===== src/rtl/dma_bus_arbiter_pkg.sv =====
// dma_bus_arbiter_pkg: state encoding and default DMA command fields shared by
// the arbiter, its interface and the CPU top.
package dma_bus_arbiter_pkg;
    localparam int ADDR_W = 16;
    localparam logic [ADDR_W-1:0] DMA_ADDR_DEF = 16'h01F4;
    localparam logic [ADDR_W-1:0] DMA_LEN_DEF  = 16'd12;
    typedef enum logic [2:0] {
        S_IDLE,
        S_CMD,
        S_WAIT_BR,
        S_DRAIN,
        S_GNT
    } state_t;
endpackage


===== src/rtl/dma_bus_arbiter_if.sv =====
// dma_bus_arbiter_if: DMA handshake and CPU d-side stall signals around the arbiter.
interface dma_bus_arbiter_if #(
    parameter int GNT_CNT_W = 16
);
    import dma_bus_arbiter_pkg::*;
    logic                 dma_begin;
    logic                 dma_end;
    logic                 br;
    logic                 cpu_mem_busy;
    logic                 cpu_d_req;
    logic                 bg;
    logic                 cmd;
    logic [ADDR_W-1:0]    dma_address;
    logic [ADDR_W-1:0]    dma_length;
    logic                 cpu_stall;
    logic [GNT_CNT_W-1:0] grant_cycles;
    modport master (
        input  dma_begin, dma_end, br, cpu_mem_busy, cpu_d_req,
        output bg, cmd, dma_address, dma_length, cpu_stall, grant_cycles
    );
    modport slave (
        output dma_begin, dma_end, br, cpu_mem_busy, cpu_d_req,
        input  bg, cmd, dma_address, dma_length, cpu_stall, grant_cycles
    );
endinterface


===== src/rtl/dma_bus_arbiter.sv =====
// dma_bus_arbiter: issues the DMA command on a DMA_begin edge and hands the data bus to
// the DMA controller only between CPU memory accesses, stalling the CPU d-side meanwhile.
module dma_bus_arbiter
    import dma_bus_arbiter_pkg::*;
#(
    parameter logic [ADDR_W-1:0] DMA_ADDR   = DMA_ADDR_DEF,
    parameter logic [ADDR_W-1:0] DMA_LEN    = DMA_LEN_DEF,
    parameter int                CMD_CYCLES = 1,
    parameter int                GNT_CNT_W  = 16
) (
    input logic               clk,
    input logic               rst_n,
    dma_bus_arbiter_if.master bus
);
    localparam int CW = $clog2(CMD_CYCLES + 1);

    state_t               state;
    state_t               next_state;
    logic                 begin_q;
    logic                 pending;
    logic                 begin_edge;
    logic                 cmd_done;
    logic [CW-1:0]        cmd_cnt;
    logic [GNT_CNT_W-1:0] grant_cnt;

    assign begin_edge       = bus.dma_begin & ~begin_q;
    assign cmd_done         = cmd_cnt == CW'(CMD_CYCLES - 1);
    assign bus.grant_cycles = grant_cnt;

    always_ff @(posedge clk or negedge rst_n) begin
        if (!rst_n) begin
            state     <= S_IDLE;
            begin_q   <= 1'b0;
            pending   <= 1'b0;
            cmd_cnt   <= '0;
            grant_cnt <= '0;
        end else begin
            state   <= next_state;
            begin_q <= bus.dma_begin;
            // one request can queue behind the running transfer; IDLE always consumes it
            pending <= (state == S_IDLE) ? 1'b0 : pending | begin_edge;
            cmd_cnt <= (state == S_CMD) ? cmd_cnt + 1'b1 : '0;
            if (next_state == S_CMD && state != S_CMD)
                grant_cnt <= '0;
            else if (state == S_GNT && !(&grant_cnt))
                grant_cnt <= grant_cnt + 1'b1;
        end
    end

    always_comb begin
        next_state      = state;
        bus.bg          = state == S_GNT;
        bus.cmd         = state == S_CMD;
        bus.dma_address = (state == S_CMD) ? DMA_ADDR : '0;
        bus.dma_length  = (state == S_CMD) ? DMA_LEN : '0;
        // combinational so the cache cannot launch a fill in the cycle BG is about to rise
        bus.cpu_stall   = (state == S_DRAIN || state == S_GNT) && bus.cpu_d_req;
        unique case (state)
            S_IDLE:             next_state = (begin_edge || pending) ? S_CMD : S_IDLE;
            S_CMD:              next_state = cmd_done ? S_WAIT_BR : S_CMD;
            S_WAIT_BR, S_DRAIN: next_state = bus.dma_end ? S_IDLE :
                                             !bus.br ? S_WAIT_BR :
                                             bus.cpu_mem_busy ? S_DRAIN : S_GNT;
            S_GNT:              next_state = bus.dma_end ? S_IDLE : bus.br ? S_GNT : S_WAIT_BR;
            default:            next_state = S_IDLE;
        endcase
    end
endmodule


===== src/flat_wrapper.sv =====
// flat-port wrapper written by rule: the top's interface ports become plain ports
module dma_bus_arbiter_flat import dma_bus_arbiter_pkg::*;
#(
    parameter logic [ADDR_W-1:0] DMA_ADDR   = DMA_ADDR_DEF,
    parameter logic [ADDR_W-1:0] DMA_LEN    = DMA_LEN_DEF,
    parameter int                CMD_CYCLES = 1,
    parameter int                GNT_CNT_W  = 16
)
  (clk, rst_n, bus_dma_begin, bus_dma_end, bus_br, bus_cpu_mem_busy, bus_cpu_d_req, bus_bg, bus_cmd, bus_dma_address, bus_dma_length, bus_cpu_stall, bus_grant_cycles);
  dma_bus_arbiter_if #(.GNT_CNT_W(GNT_CNT_W)) bus_i ();
  input logic clk;
  input logic rst_n;
  input wire logic [$bits(bus_i.dma_begin)-1:0] bus_dma_begin;
  input wire logic [$bits(bus_i.dma_end)-1:0] bus_dma_end;
  input wire logic [$bits(bus_i.br)-1:0] bus_br;
  input wire logic [$bits(bus_i.cpu_mem_busy)-1:0] bus_cpu_mem_busy;
  input wire logic [$bits(bus_i.cpu_d_req)-1:0] bus_cpu_d_req;
  output wire logic [$bits(bus_i.bg)-1:0] bus_bg;
  output wire logic [$bits(bus_i.cmd)-1:0] bus_cmd;
  output wire logic [$bits(bus_i.dma_address)-1:0] bus_dma_address;
  output wire logic [$bits(bus_i.dma_length)-1:0] bus_dma_length;
  output wire logic [$bits(bus_i.cpu_stall)-1:0] bus_cpu_stall;
  output wire logic [$bits(bus_i.grant_cycles)-1:0] bus_grant_cycles;
  assign bus_i.dma_begin = bus_dma_begin;
  assign bus_i.dma_end = bus_dma_end;
  assign bus_i.br = bus_br;
  assign bus_i.cpu_mem_busy = bus_cpu_mem_busy;
  assign bus_i.cpu_d_req = bus_cpu_d_req;
  assign bus_bg = bus_i.bg;
  assign bus_cmd = bus_i.cmd;
  assign bus_dma_address = bus_i.dma_address;
  assign bus_dma_length = bus_i.dma_length;
  assign bus_cpu_stall = bus_i.cpu_stall;
  assign bus_grant_cycles = bus_i.grant_cycles;
  dma_bus_arbiter #(.DMA_ADDR(DMA_ADDR), .DMA_LEN(DMA_LEN), .CMD_CYCLES(CMD_CYCLES), .GNT_CNT_W(GNT_CNT_W)) u_core (.clk(clk), .rst_n(rst_n), .bus(bus_i));
endmodule

===== config.mk =====
export PLATFORM = sky130hd
export DESIGN_NAME = dma_bus_arbiter_flat
export DESIGN_NICKNAME = d
export VERILOG_FILES = /design/src/rtl/dma_bus_arbiter_pkg.sv /design/src/rtl/dma_bus_arbiter_if.sv /design/src/rtl/dma_bus_arbiter.sv /design/src/flat_wrapper.sv
export SDC_FILE = /design/constraint.sdc
export NUM_CORES = 1
export LEC_CHECK = 0
export ABC_AREA = 1
export CAP_MARGIN = 20
export CELL_PAD_IN_SITES_DETAIL_PLACEMENT = 0
export CELL_PAD_IN_SITES_GLOBAL_PLACEMENT = 1
export CORE_ASPECT_RATIO = 0.6
export CORE_MARGIN = 2
export CORE_UTILIZATION = 33
export DETAILED_ROUTE_END_ITERATION = 8
export GPL_TIMING_DRIVEN = 0
export PLACE_DENSITY = 0.83
export REMOVE_ABC_BUFFERS = 1
export SYNTH_ARGS = -nofsm -noshare
export SYNTH_HDL_FRONTEND = slang
export SYNTH_SLANG_ARGS = --single-unit

===== constraint.sdc =====
create_clock -name clk -period 2.95 [get_ports clk]
set_input_delay 0.4425 -clock clk [delete_from_list [all_inputs] [get_ports clk]]
set_output_delay 0.4425 -clock clk [all_outputs]
set_load 0.1 [all_outputs]

==> out/metrics.csv <==
metric;value;unit
run_status;finished clean;
detailedRoute.firstIterationViolations;101;
post-route-cell-area;1910;µm²
synthesis.area;1580;µm²
seqCellArea;551;µm²
largest_family_of_logic_cells_by_synthesized_area;simple AND/OR/NAND/NOR gates;
worstRegToRegCells;6;
netlist.area_leader.share;34.8;%
cts_tree;done;
ctsResizeCount;0;
drt-pass1-iter-count;4;
initial_antenna_violation_count;0;
netlist-cell-type-count;25;
synthFlopType;dfrtp_1;
cts_buffers;3;
vdd_ir_drop_max;0.374;mV
holdPathEnd;u_core.cmd_cnt;
cts.htree.levels;1;
synth_sequential_area_ratio;34.8;%
ys_warn_count;0;
min_path_type;flip-flop to flip-flop;
clk_transition_reported_paths;0.08;ns
drt-total-wl;3470;µm
ctsLongestPathBuffers;2;
synth.avg_cell_area;7.15;µm²
setup_tns;0;ns
row_count;19;
timing_worst_slew_pin_value;0.977;ns
cts-root-buf;clkbuf_8;
finalSetupViolations;0;
dieArea;5380;µm²
final_nets;256;
yosys.area_share.adder;0.792;%
global_placement_routability_congestion;0.817;
track_usage;13.3;%
grt_setup_unrepaired;no;
ant_nets;0;
worst_r2r_endpoint;u_core.bus.grant_cycles[5];
cell_by_cell_listing_of_the_critical_path;nor2_1 -> nand2_1 -> inv_1 -> clkdlybuf4s50_1;
pin_count_of_the_biggest_net_entering_global_routing;23;
drv_slew;0;
worst-endpoint-required;2.51;ns
post_route_cells_drive_above_1_share;6.48;%
min_period;2.79;ns
critPathMaxStageDelay;1.18;ns
timing.critical_path.from_type;flip-flop;
insertion_delay;0.27;ns
cts_post_setup_buffers_inserted;0;
crit_fanout;10;
die_h;57.6;µm
synth_top_cells_by_area;dfrtp_1 (35%), nand2_1 (17%), buf_4 (16%);
initial_core_util;34.4;%
wire_length_of_the_first_global_routing_pass;5630;µm
post_synth_and_or_nand_nor_area_fraction;38.5;%
placed_area;1810;µm²
synth_mux_area_share;0;%
ff2ff_setup_slack;1.10;ns
num_vias;1347;
post_synth_inst_count;221;
yosysTopAreaCell;dfrtp_1;
power.leakage;0.965;nW
setup.worst_path.class;flip-flop to primary output;
hold_depth;1;
grt-ovfl-total;0;
viasPerCell;4.35;
period_share;94.5;%
timing.critical_path.to_type;primary output;
area_of_the_multi_input_gates;786;µm²
average_wire_per_cell_in_the_routed_design;11.2;µm
synth_async_sr_flop_share;100;%
powerDensity;761;nW/µm²
die_w;93.3;µm
drv_cap;0;
ys_top_cells_by_count;nand2_1 (73), buf_4 (33), dfrtp_1 (22), nor2_1 (22), inv_1 (17);
clock.fmax;359;MHz
crit_arrival;2.34;ns
synth-edff-count;0;
portBuffers;33;
synth.ff_latch_count;22;
post_cts_hold_buffer_count;0;
synth.most_common_cell;nand2_1;
numClockSinks;22;
first_global_vias;1171;
timing_hold_violations_final;0;
nFillCells;480;
place.detailed.hpwl;2440;µm
area_growth;20.7;%
slowest_stage;clkdlybuf4s50_1;
boundaryPins;58;
coreArea;4590;µm²
detail_route.drc_violations;0;
min-delay-start;u_core.cmd_cnt;
timing.rr.start;u_core.state[1];
synth_compound_area_share;4.20;%
finalClockSkew;0.00343;ns
insertedDiodeCount;0;
slew_headroom;34.7;%
xor_xnor_share_of_the_synthesized_area;0.554;%
==> layout make-up <==
cell class              instances  share of cell area (%)
flip-flops and latches         22                    28.9
repair buffers                 34                    19.4
multi-input cells             169                    41.2
well taps                      63                    4.13
clock buffers                   4                    2.89
inverters                      18                    3.54
==> sequential cells by signal, indices dropped and copies added, names as in the netlist <==
| register | count |
|---|---|
| u_core.state | 3 |
| u_core.cmd_cnt | 1 |
| u_core.bus.grant_cycles | 16 |
| u_core.pending | 1 |
| u_core.begin_q | 1 |
==> worst max-delay path by stage <==
stage                     from                  to  slack [ns]  cells after the start
2_1_floorplan  u_core.state[1]     u_core.state[0]       -3.37                      5
3_3_place_gp     bus_cpu_d_req       bus_cpu_stall        0.31                      3
4_1_cts        u_core.state[1]       bus_cpu_stall        0.06                      4
3_5_place_dp     bus_cpu_d_req       bus_cpu_stall        0.27                      3
5_1_grt        u_core.state[2]             bus_cmd       0.006                      4
6_report       u_core.state[1]  bus_dma_address[4]        0.16                      4
==> metal layers <==
metal	global-route usage (%)	vias up	share of wire, %
met5	0	-	0
met4	1.89	0	0
met3	3.43	0	5.7
met2	18.6	36	41
met1	21.0	611	53
li1	-	700	-
==> cell families (layout without fill, tap and decap cells) <==
logic type	count (synthesis)	after routing
AO/OA/AOI/OAI	10	10
XOR/XNOR	1	1
adder cells (fa/ha/maj)	1	1
buffers and inverters	53	56
flip-flops	22	22
other	1	24
AND/OR/NAND/NOR	133	133
==> metrics by stage <==
| stage | hold slack, ns | cells | util, % | setup WS [ns] | power [mW] |
|---|---|---|---|---|---|
| floorplan | 0.147 | 209 | - | -3.37 | 0.936 |
| global placement | 0.427 | 305 | 39.5 | 0.307 | 1.23 |
| detailed placement | 0.428 | 305 | 39.5 | 0.272 | 1.23 |
| CTS | 0.441 | 309 | 40.7 | 0.0552 | 1.46 |
| global route | 0.464 | 310 | 41.6 | 0.00552 | 1.52 |
| finish | 0.443 | 310 | 41.6 | 0.164 | 1.45 |
==> power breakdown <==
part / internal, mW / switching, mW / leakage (nW)
combinational: 0.146 / 0.728 / 0.635
sequential: 0.330 / 0.0233 / 0.301
clock: 0.119 / 0.105 / 0.0288
==> worst max-delay path, delay by kind of cell (launching register included) <==
family	cells	cell delay, ns
buffers and inverters	2	1.38
flip-flops	1	0.41
AND/OR/NAND/NOR	2	0.28
==> placed cells by master (no fill, tap or decap), types with 5 or more instances in the layout <==
master / n
nand3_1: 11
nand2_1: 73
nand4_1: 16
conb_1: 24
clkdlybuf4s50_1: 28
dfrtp_1: 22
nor2_1: 22
inv_1: 17
dlymetal6s2s_1: 5
(Power assumes the default switching activity.)
